`src/rtl/ems_pkg.sv`:
```
// Shared types and constants for the LIM-EMS page mapper: page/register
// formats, the four selectable frame bases and the memory-cycle FSM states.
package ems_pkg;

    localparam int EMS_PAGE_BITS   = 7;
    localparam int EMS_NUM_WINDOWS = 4;

    typedef logic [EMS_PAGE_BITS-1:0] ems_page_t;

    // Page register layout as seen on the I/O port: bit7 enable, bits6:0 page.
    typedef struct packed {
        logic      enable;
        ems_page_t page;
    } ems_reg_t;

    typedef enum logic {
        EMS_IDLE   = 1'b0,
        EMS_ACTIVE = 1'b1
    } ems_state_t;

    // Frame base selected by ems_address; all bases are 16 KB aligned.
    localparam logic [19:0] EMS_FRAME_BASE [4] = '{
        20'hC0000,
        20'hD0000,
        20'hE0000,
        20'hC8000
    };

    // One-hot window select, bit N corresponds to ems_b(N+1).
    function automatic logic [3:0] ems_onehot(input logic [1:0] win);
        return 4'b0001 << win;
    endfunction

endpackage

```
`src/rtl/ems_window_decode.sv`:
```
// Combinational frame-window decoder. Only the 16 KB granule of the bus
// address matters because every frame base is 16 KB aligned, so the decode
// works on address[19:14].
module ems_window_decode
    import ems_pkg::*;
(
    input  logic [19:14] address,
    input  logic [1:0]   ems_address,
    output logic         hit,
    output logic [1:0]   win
);

    logic [5:0] base_granule;
    logic [6:0] granule_diff;

    // Distance from the frame base in 16 KB units; a borrow or a distance of
    // four or more granules means the address lies outside the 64 KB frame.
    always_comb begin
        base_granule = EMS_FRAME_BASE[ems_address][19:14];
        granule_diff = {1'b0, address} - {1'b0, base_granule};
        hit          = (granule_diff[6:2] == 5'd0);
        win          = granule_diff[1:0];
    end

endmodule

```
`src/rtl/ems_page_mapper.sv`:
```
// LIM-EMS page-register file and frame-window translator. Four I/O ports
// hold {enable, page} per window; memory cycles that fall inside the 64 KB
// frame raise one of ems_b1..ems_b4 so the RAM block can substitute the
// SDRAM address using map_ems/ena_ems.
module ems_page_mapper
    import ems_pkg::*;
#(
    parameter logic [15:0] IO_BASE     = 16'h0260,
    parameter int          PAGE_BITS   = EMS_PAGE_BITS,
    parameter int          NUM_WINDOWS = EMS_NUM_WINDOWS
) (
    input  logic        clock,
    input  logic        reset,
    input  logic        ems_enabled,
    input  logic [1:0]  ems_address,
    input  logic [19:0] address,
    input  logic [7:0]  internal_data_bus,
    input  logic        address_enable_n,
    input  logic        io_read_n,
    input  logic        io_write_n,
    input  logic        memory_read_n,
    input  logic        memory_write_n,
    output logic [7:0]  data_bus_out,
    output logic        data_bus_out_from_chipset,
    output ems_page_t   map_ems [0:3],
    output logic        ena_ems [0:3],
    output logic        ems_b1,
    output logic        ems_b2,
    output logic        ems_b3,
    output logic        ems_b4
);

    // Page register file
    ems_reg_t   regs_reg [4];

    // I/O write capture
    logic       io_write_q;
    logic       wr_pending_reg;
    logic [1:0] wr_idx_reg;
    logic [7:0] wr_data_reg;
    logic       wr_commit;

    // Read-back
    logic [7:0] data_bus_out_reg;
    logic       from_chipset_reg;

    // Memory-cycle FSM
    ems_state_t state_reg;
    logic [3:0] ems_b_reg;

    // Decode
    logic       port_hit;
    logic [1:0] port_idx;
    logic       win_hit;
    logic [1:0] win_idx;

    assign port_hit = ems_enabled && address_enable_n &&
                      (address[15:2] == IO_BASE[15:2]);
    assign port_idx = address[1:0];

    ems_window_decode u_window_decode (
        .address     (address[19:14]),
        .ems_address (ems_address),
        .hit         (win_hit),
        .win         (win_idx)
    );

    // Track the write strobe and latch address/data on every low cycle so the
    // commit uses the values present just before the strobe rose.
    always_ff @(posedge clock) begin
        if (reset) begin
            io_write_q     <= 1'b1;
            wr_pending_reg <= 1'b0;
            wr_idx_reg     <= 2'd0;
            wr_data_reg    <= 8'h00;
        end else begin
            io_write_q <= io_write_n;
            if (!io_write_n) begin
                wr_pending_reg <= port_hit;
                wr_idx_reg     <= port_idx;
                wr_data_reg    <= internal_data_bus;
            end
        end
    end

    assign wr_commit = !io_write_q && io_write_n && wr_pending_reg;

    // Page registers update on the rising edge of the write strobe.
    always_ff @(posedge clock) begin
        if (reset) begin
            for (int i = 0; i < 4; i++) begin
                regs_reg[i] <= '0;
            end
        end else if (wr_commit) begin
            regs_reg[wr_idx_reg] <= ems_reg_t'(wr_data_reg);
        end
    end

    // Read-back drives the chipset data path for as long as the read strobe
    // stays low on a page port, and parks the bus at zero otherwise.
    always_ff @(posedge clock) begin
        if (reset) begin
            data_bus_out_reg <= 8'h00;
            from_chipset_reg <= 1'b0;
        end else if (!io_read_n && port_hit) begin
            data_bus_out_reg <= regs_reg[port_idx];
            from_chipset_reg <= 1'b1;
        end else begin
            data_bus_out_reg <= 8'h00;
            from_chipset_reg <= 1'b0;
        end
    end

    // Window hit is evaluated once at the start of a memory cycle and frozen
    // until both strobes go high, so mid-cycle address or mapping changes do
    // not glitch the SDRAM address substitution.
    always_ff @(posedge clock) begin
        if (reset) begin
            state_reg <= EMS_IDLE;
            ems_b_reg <= 4'b0000;
        end else begin
            case (state_reg)
                EMS_IDLE: begin
                    if (ems_enabled && (!memory_read_n || !memory_write_n)) begin
                        state_reg <= EMS_ACTIVE;
                        ems_b_reg <= (win_hit && regs_reg[win_idx].enable) ?
                                     ems_onehot(win_idx) : 4'b0000;
                    end
                end
                EMS_ACTIVE: begin
                    if (!ems_enabled || (memory_read_n && memory_write_n)) begin
                        state_reg <= EMS_IDLE;
                        ems_b_reg <= 4'b0000;
                    end
                end
                default: begin
                    state_reg <= EMS_IDLE;
                    ems_b_reg <= 4'b0000;
                end
            endcase
        end
    end

    genvar gi;
    for (gi = 0; gi < 4; gi++) begin : g_map_out
        assign map_ems[gi] = regs_reg[gi].page;
        assign ena_ems[gi] = regs_reg[gi].enable;
    end

    assign data_bus_out              = data_bus_out_reg;
    assign data_bus_out_from_chipset = from_chipset_reg;
    assign ems_b1                    = ems_b_reg[0];
    assign ems_b2                    = ems_b_reg[1];
    assign ems_b3                    = ems_b_reg[2];
    assign ems_b4                    = ems_b_reg[3];

    // The window structure is hard-wired to four windows of the package page width.
    a_geometry: assert property (@(posedge clock)
        (NUM_WINDOWS == EMS_NUM_WINDOWS) && (PAGE_BITS == EMS_PAGE_BITS));

    // At most one window may be flagged in any memory cycle.
    a_onehot: assert property (@(posedge clock) disable iff (reset)
        $onehot0(ems_b_reg));

endmodule

```
`config.mk`:
```
export PLATFORM = sky130hd
export DESIGN_NAME = ems_page_mapper
export DESIGN_NICKNAME = d
export VERILOG_FILES = /design/src/rtl/ems_pkg.sv /design/src/rtl/ems_window_decode.sv /design/src/rtl/ems_page_mapper.sv
export SDC_FILE = /design/constraint.sdc
export NUM_CORES = 1
export LEC_CHECK = 0
export CAP_MARGIN = 5
export CORE_UTILIZATION = 25
export CTS_BUF_LIST = sky130_fd_sc_hd__clkbuf_8
export DETAILED_ROUTE_END_ITERATION = 12
export HOLD_SLACK_MARGIN = 0.1
export PLACE_DENSITY = 0.58
export SLEW_MARGIN = 20
export SYNTH_ARGS = -nofsm -noshare
export SYNTH_HDL_FRONTEND = slang
export SYNTH_SLANG_ARGS = --single-unit
```
`constraint.sdc`:
```
create_clock -name clock -period 3.3 [get_ports clock]
set_input_delay 0.33 -clock clock [delete_from_list [all_inputs] [get_ports clock]]
set_output_delay 0.33 -clock clock [all_outputs]
set_load 0.005 [all_outputs]
```
==> metrics.md, run 1 <==
| Metric | Value |
|---|---|
| # fillers | 977 |
| Register area | 1480 µm² |
| Outcome | completed |
| Primary FF master, synth | edfxtp_1 |
| Min Clock Period, post-route | 2.07 ns |
| Worst vdd ir | 0.154 mV |
| Total CTS buffers | 9 |
| Unrepaired setup endpoints after global routing | no |
| Area leader, netlist | edfxtp_1 |
| RR Startpoint | wr_pending_reg$_SDFFE_PP0N_ |
| CP max FO | 4 |
| Compound-cell area share of the yosys netlist | 2.37% |
| Yosys warning count | 0 |
| Final Skew | 0.00814 ns |
| Pwr Density | 403 nW/µm² |
| Synth unique cells | 39 |
| Iter 0 DRT Violations | 47 |
| CP Cell Sequence | clkdlybuf4s50_1, and2_1, ha_1, fa_1, nor4bb_1, nand3_1, o21ai_1 |
| Commonest non-fill, non-tap cell in the layout | clkdlybuf4s50_1 |
| DRT Pass-1 Iters | 4 |
| Worst slew pin tran | 0.645 ns |
| Slew HR | 56.9% |
| Arr. time, crit path | 2.34 ns |
| FMAX | 482 MHz |
| Critical path origin | ems_address[0] |
| Pin count of the biggest net entering global routing | 22 |
| Initial antenna violation count | 0 |
| FP Rows | 36 |
| Die ar. | 10,800 µm² |
| Hold WS | 0.447 ns |
| Core Box Area | 9910 µm² |
| Worst-path clk slew | 0.06 ns |
| # setup viols final | 0 |
| Post-Synth Adder-Cell Area | 3.68% |
| H-tree depth | 3 |
| Final Hold Vio Count | 0 |
| Post-cts resize count | 0 |
| Syn avg cell area | 13.1 µm² |
| DRT Wirelength | 6370 µm |
| Crit. End Element | flip-flop |
| Tcrit/Tclk final | 62.9% |
| # hold bufs at CTS | 0 |
| CTS tree | yes |
| Async S/R FF share, synth | 0% |
| GRT Total Usage | 12.5% |
| Cell count after synthesis | 197 |
| Path type of the worst min-delay path | reg2reg |
| Maxcap violations | 0 |
| Width of the die | 104 µm |
| Critical path's slowest cell | fa_1 |
| Post-synthesis cell area | 2580 µm² |
| XOR/XNOR share of the synthesized area | 0% |
| Starting density of the core | 26.1% |
| First-pass GRT wire length | 10,200 µm |
| Share of the yosys chip area belonging to registers | 57.3% |
| Max reg flops | 32 |
| CTS Root Cell | clkbuf_8 |
| Largest family of logic cells by synthesized area | simple AND/OR/NAND/NOR gates |
| Routability Congestion | 0.764 |
| Die Ht | 104 µm |
| Area of the multi-input gates | 1050 µm² |
| NumNets Final | 331 |
| HPWL Detailed | 4820 µm |
| IO Pins | 83 |
| Synth Net Count | 242 |
| Crit Path Class | in2reg |
| Setup Fix Bufs, Post-CTS | 0 |
| Setup crit start kind | primary input |
| Post-synth EDFFs | 32 |
| Number of global-route vias before repair | 1,932 |
| DRC violations left | 0 |
| Clk sinks | 58 |
| Worst-Skew Late Latency | 0.34 ns |
| Layout cells sized above 1 | 11.3% |
| Largest cells by area after synthesis | edfxtp_1 37%, dfxtp_1 20%, mux4_2 7.0% |
| Mux cell area share after synthesis | 10.5% |
| Wirelength per Cell | 15.0 µm |
| Clock Path Buffers | 2 |
| Slowest stage delay, CP | 0.49 ns |
| Commonest non-fill, non-tap cells in the layout | 82 x clkdlybuf4s50_1, 32 x edfxtp_1, 26 x dfxtp_1 |
| Vias | 1,813 |
| Max-slew violation count | 0 |
| Layout overhead on the synthesized area | 44.4% |
| #FFs+latches synth | 58 |
| Area share of the largest cell type after synthesis | 37.2% |
| Synth Area in Simple Gates | 24.2% |
| Req. time, crit path | 3.56 ns |
| PortBufs | 82 |
| HP Start | ems_b_reg[2]$_SDFFE_PP0P_ |
| Final antenna-violating net count | 0 |
| Cell leakage power | 0.00141 µW |
| Grt total ovfl | 0 |
| Via-to-Cell Ratio | 4.28 |
| Sum of negative setup slack | 0 ns |
| Antenna cells | 0 |
worst paths after layout:
check / to / slack (ns) / depth (start not counted)
max: ems_b_reg[1]$_SDFFE_PP0P_ / 1.23 / 7
min: ems_b_reg[2]$_SDFFE_PP0P_ / 0.45 / 2
max reg2reg: regs_reg[1][3]$_SDFFCE_PN0P_ / 1.44 / 4
min reg2reg: ems_b_reg[2]$_SDFFE_PP0P_ / 0.45 / 2
Yosys cell counts (all sizes together), types with 2 or more instances:
cell type / count
a21oi: 2
and2: 25
and3: 9
buf: 4
clkbuf: 5
dfxtp: 26
edfxtp: 32
ha: 6
inv: 4
mux2i: 9
mux4: 8
nand2: 6
nand2b: 4
nand3: 3
nand3b: 3
nand4: 2
nor2: 11
nor2b: 3
nor3: 3
nor3b: 2
nor4b: 11
nor4bb: 2
o21ai: 4
or2: 4
per-layer routing:
| layer | routed length [µm] | global-route usage, % |
|---|---|---|
| met1 | 2940 | 15.0 |
| met3 | 379 | 4.78 |
| met5 | 0 | 0 |
| met2 | 2950 | 20.6 |
| met4 | 103 | 4.18 |
cells by family (layout without fill, tap and decap cells):
logic type | count (synthesis) | in the layout
and+or+nand+nor | 92 | 92
DFF | 58 | 58
AOI/OAI and AO/OA | 10 | 10
muxes | 17 | 17
adders and majority gates | 7 | 7
buffers and inverters | 13 | 107
metrics by stage:
step	util, %	setup slack, ns	area (µm²)	total power [µW]	cells
2_1_floorplan	-	1.48	2580	885	197
3_3_place_gp	36.0	0.875	3570	985	408
3_5_place_dp	36.0	0.856	3570	987	408
4_1_cts	37.7	1.22	3730	1530	424
5_1_grt	37.7	0.991	3730	1560	424
6_report	37.7	1.23	3730	1510	424
report_power, final:
group | switching [µW] | internal (µW) | leakage [µW] | total (µW)
clock network | 259 | 278 | 0.000102 | 537
registers | 20.1 | 783 | 0.000541 | 803
logic | 63.5 | 103 | 0.000767 | 166
critical path: cells and delay by family:
| kind | cells | cell delay [ns] |
|---|---|---|
| compound gates | 1 | 0.15 |
| fa+ha+maj | 2 | 0.69 |
| simple gates | 3 | 0.76 |
| buf+inv | 1 | 0.42 |
layout make-up:
type	count	area share [%]
sequential	58	39.7
tap	133	4.46
timing repair buffer	87	23.0
multi-input combinational	126	28.2
inverter	4	0.402
clock buffer	10	3.69
clock inverter	6	0.637
(Power assumes the default switching activity.)
==> inputs of run 2 (changes only) <==
PLACE_DENSITY = 0.59   (was 0.58)
clock period = 1.9 ns   (was 3.3 ns; I/O delays follow)
==> metrics.md, run 2 (synthesized netlist as in run 1, its figures left out) <==
| Metric | Value |
|---|---|
| Outcome | completed |
| Worst-Skew Late Latency | 0.33 ns |
| FMAX | 581 MHz |
| Slew HR | 70.5% |
| Slowest stage delay, CP | 0.47 ns |
| Commonest non-fill, non-tap cells in the layout | 82 x clkdlybuf4s50_1, 32 x edfxtp_1, 26 x dfxtp_1 |
| Cell leakage power | 0.00150 µW |
| NumNets Final | 348 |
| Iter 0 DRT Violations | 65 |
| Hold WS | 0.449 ns |
| Layout overhead on the synthesized area | 51.9% |
| Area of the multi-input gates | 1060 µm² |
| Vias | 1,895 |
| Final antenna-violating net count | 0 |
| Max reg flops | 32 |
| Setup crit start kind | primary input |
| Final Skew | 0.00814 ns |
| Routability Congestion | 0.777 |
| Starting density of the core | 26.1% |
| Worst vdd ir | 0.314 mV |
| GRT Total Usage | 12.9% |
| Total CTS buffers | 9 |
| Arr. time, crit path | 1.99 ns |
| Pwr Density | 742 nW/µm² |
| Layout cells sized above 1 | 17.2% |
| DRC violations left | 0 |
| Die ar. | 10,800 µm² |
| # setup viols final | 0 |
| First-pass GRT wire length | 10,500 µm |
| # fillers | 979 |
| Delay-heaviest family, CP | adder cells |
| Commonest non-fill, non-tap cell in the layout | clkdlybuf4s50_1 |
| CP Cell Sequence | clkdlybuf4s50_1, and2_1, ha_1, fa_1, nor4bb_2, buf_4, nand4_1, o21ai_1 |
| Path type of the worst min-delay path | reg2reg |
| Register area | 1480 µm² |
| Non-filler cells in the finished layout | 441 |
| Width of the die | 104 µm |
| Tcrit/Tclk final | 90.6% |
| Crit Path Class | in2reg |
| HPWL Detailed | 4870 µm |
| PnR Total Power | 2910 µW |
| Maxcap violations | 0 |
| Antenna cells | 0 |
| IO Pins | 83 |
| Clk sinks | 58 |
| Worst slew pin tran | 0.441 ns |
| Core Box Area | 9910 µm² |
| Min Clock Period, post-route | 1.72 ns |
| Util after Layout | 39.6% |
| Critical path's slowest cell | fa_1 |
| Wirelength per Cell | 14.9 µm |
| DRT Wirelength | 6590 µm |
| CP Buf/Inv Count | 2 |
| Req. time, crit path | 2.17 ns |
| Unrepaired setup endpoints after global routing | no |
| Number of global-route vias before repair | 2,003 |
| H-tree depth | 3 |
| Via-to-Cell Ratio | 4.30 |
| CTS Root Cell | clkbuf_8 |
| CP max FO | 4 |
| Final Hold Vio Count | 0 |
| PortBufs | 82 |
| FP Rows | 36 |
| Clock Path Buffers | 2 |
| Crit. End Element | flip-flop |
| Max-slew violation count | 0 |
| Inst Count DP | 425 |
| Pin count of the biggest net entering global routing | 17 |
| Initial antenna violation count | 0 |
| CTS tree | yes |
| # hold bufs at CTS | 0 |
| Die Ht | 104 µm |
| Worst-path clk slew | 0.06 ns |
| Grt total ovfl | 0 |
| DRT Pass-1 Iters | 4 |
[run 2: cell types whose count changed in the layout (fill, tap and decap cells not counted)]
cell	delta
inv_1	-4
buf_4	+16
bufinv_16	+2
nor4bb_1	-1
nor4bb_2	+1
buf_12	+1
clkinv_4	+1
clkinv_1	+2
clkbuf_8	-1
[run 2: worst register-to-register path: stages (launching register included)]
cell	delay [ns]
dfxtp_1	0.39
or3b_4	0.42
nor4b_4	0.24
or2_1	0.16
buf_4	0.15
[run 2: final cells by class]
type	count	area share, %
multi-input combinational	126	26.9
sequential	58	37.7
tap	133	4.24
clock inverter	7	2.17
clock buffer	9	3.15
timing repair buffer	104	25.4
inverter	4	0.382
[run 2: routing by layer]
layer | up-vias | global-route usage [%] | part of all wire, %
met2 | 61 | 20.7 | 48
met5 | - | 0 | 0
met1 | 877 | 15.8 | 45
met4 | 0 | 7.76 | 2.5
met3 | 15 | 3.15 | 4.6
li1 | 942 | - | -
[run 2: metrics by stage]
step | instance area (µm²) | setup slack, ns | setup TNS (ns)
global route | 3930 | 0.0582 | 0
detailed placement | 3710 | -0.185 | -0.689
global placement | 3710 | -0.167 | -0.599
finish | 3930 | 0.178 | 0
CTS | 3920 | 0.176 | 0
floorplan | 2580 | 0.217 | 0
[run 2: worst paths after layout]
| check | from | end | slack [ns] | depth (start not counted) |
|---|---|---|---|---|
| max | ems_address[1] | ems_b_reg[0]$_SDFFE_PP0P_ | 0.18 | 8 |
| max reg2reg | wr_pending_reg$_SDFFE_PP0N_ | regs_reg[0][6]$_SDFFCE_PN0P_ | 0.25 | 4 |
| min reg2reg | ems_b_reg[0]$_SDFFE_PP0P_ | ems_b_reg[0]$_SDFFE_PP0P_ | 0.45 | 2 |
| min | ems_b_reg[0]$_SDFFE_PP0P_ | ems_b_reg[0]$_SDFFE_PP0P_ | 0.45 | 2 |
[run 2: where the power goes]
| group | internal, µW | switching [µW] |
|---|---|---|
| sequential | 1360 | 33.6 |
| combinational | 201 | 116 |
| clock | 724 | 479 |
| total | 2290 | 629 |
[run 2: repair_timing]
action | CTS | global route
buffers inserted | 0 | 0
gates resized for setup | 0 | 1
setup endpoints to repair | 0 | 2
==> inputs of run 3 (changes only) <==
SLEW_MARGIN = default   (was 20)
==> results of run 3 <==
Final layout, timing and power as in run 2 (identical DEF).
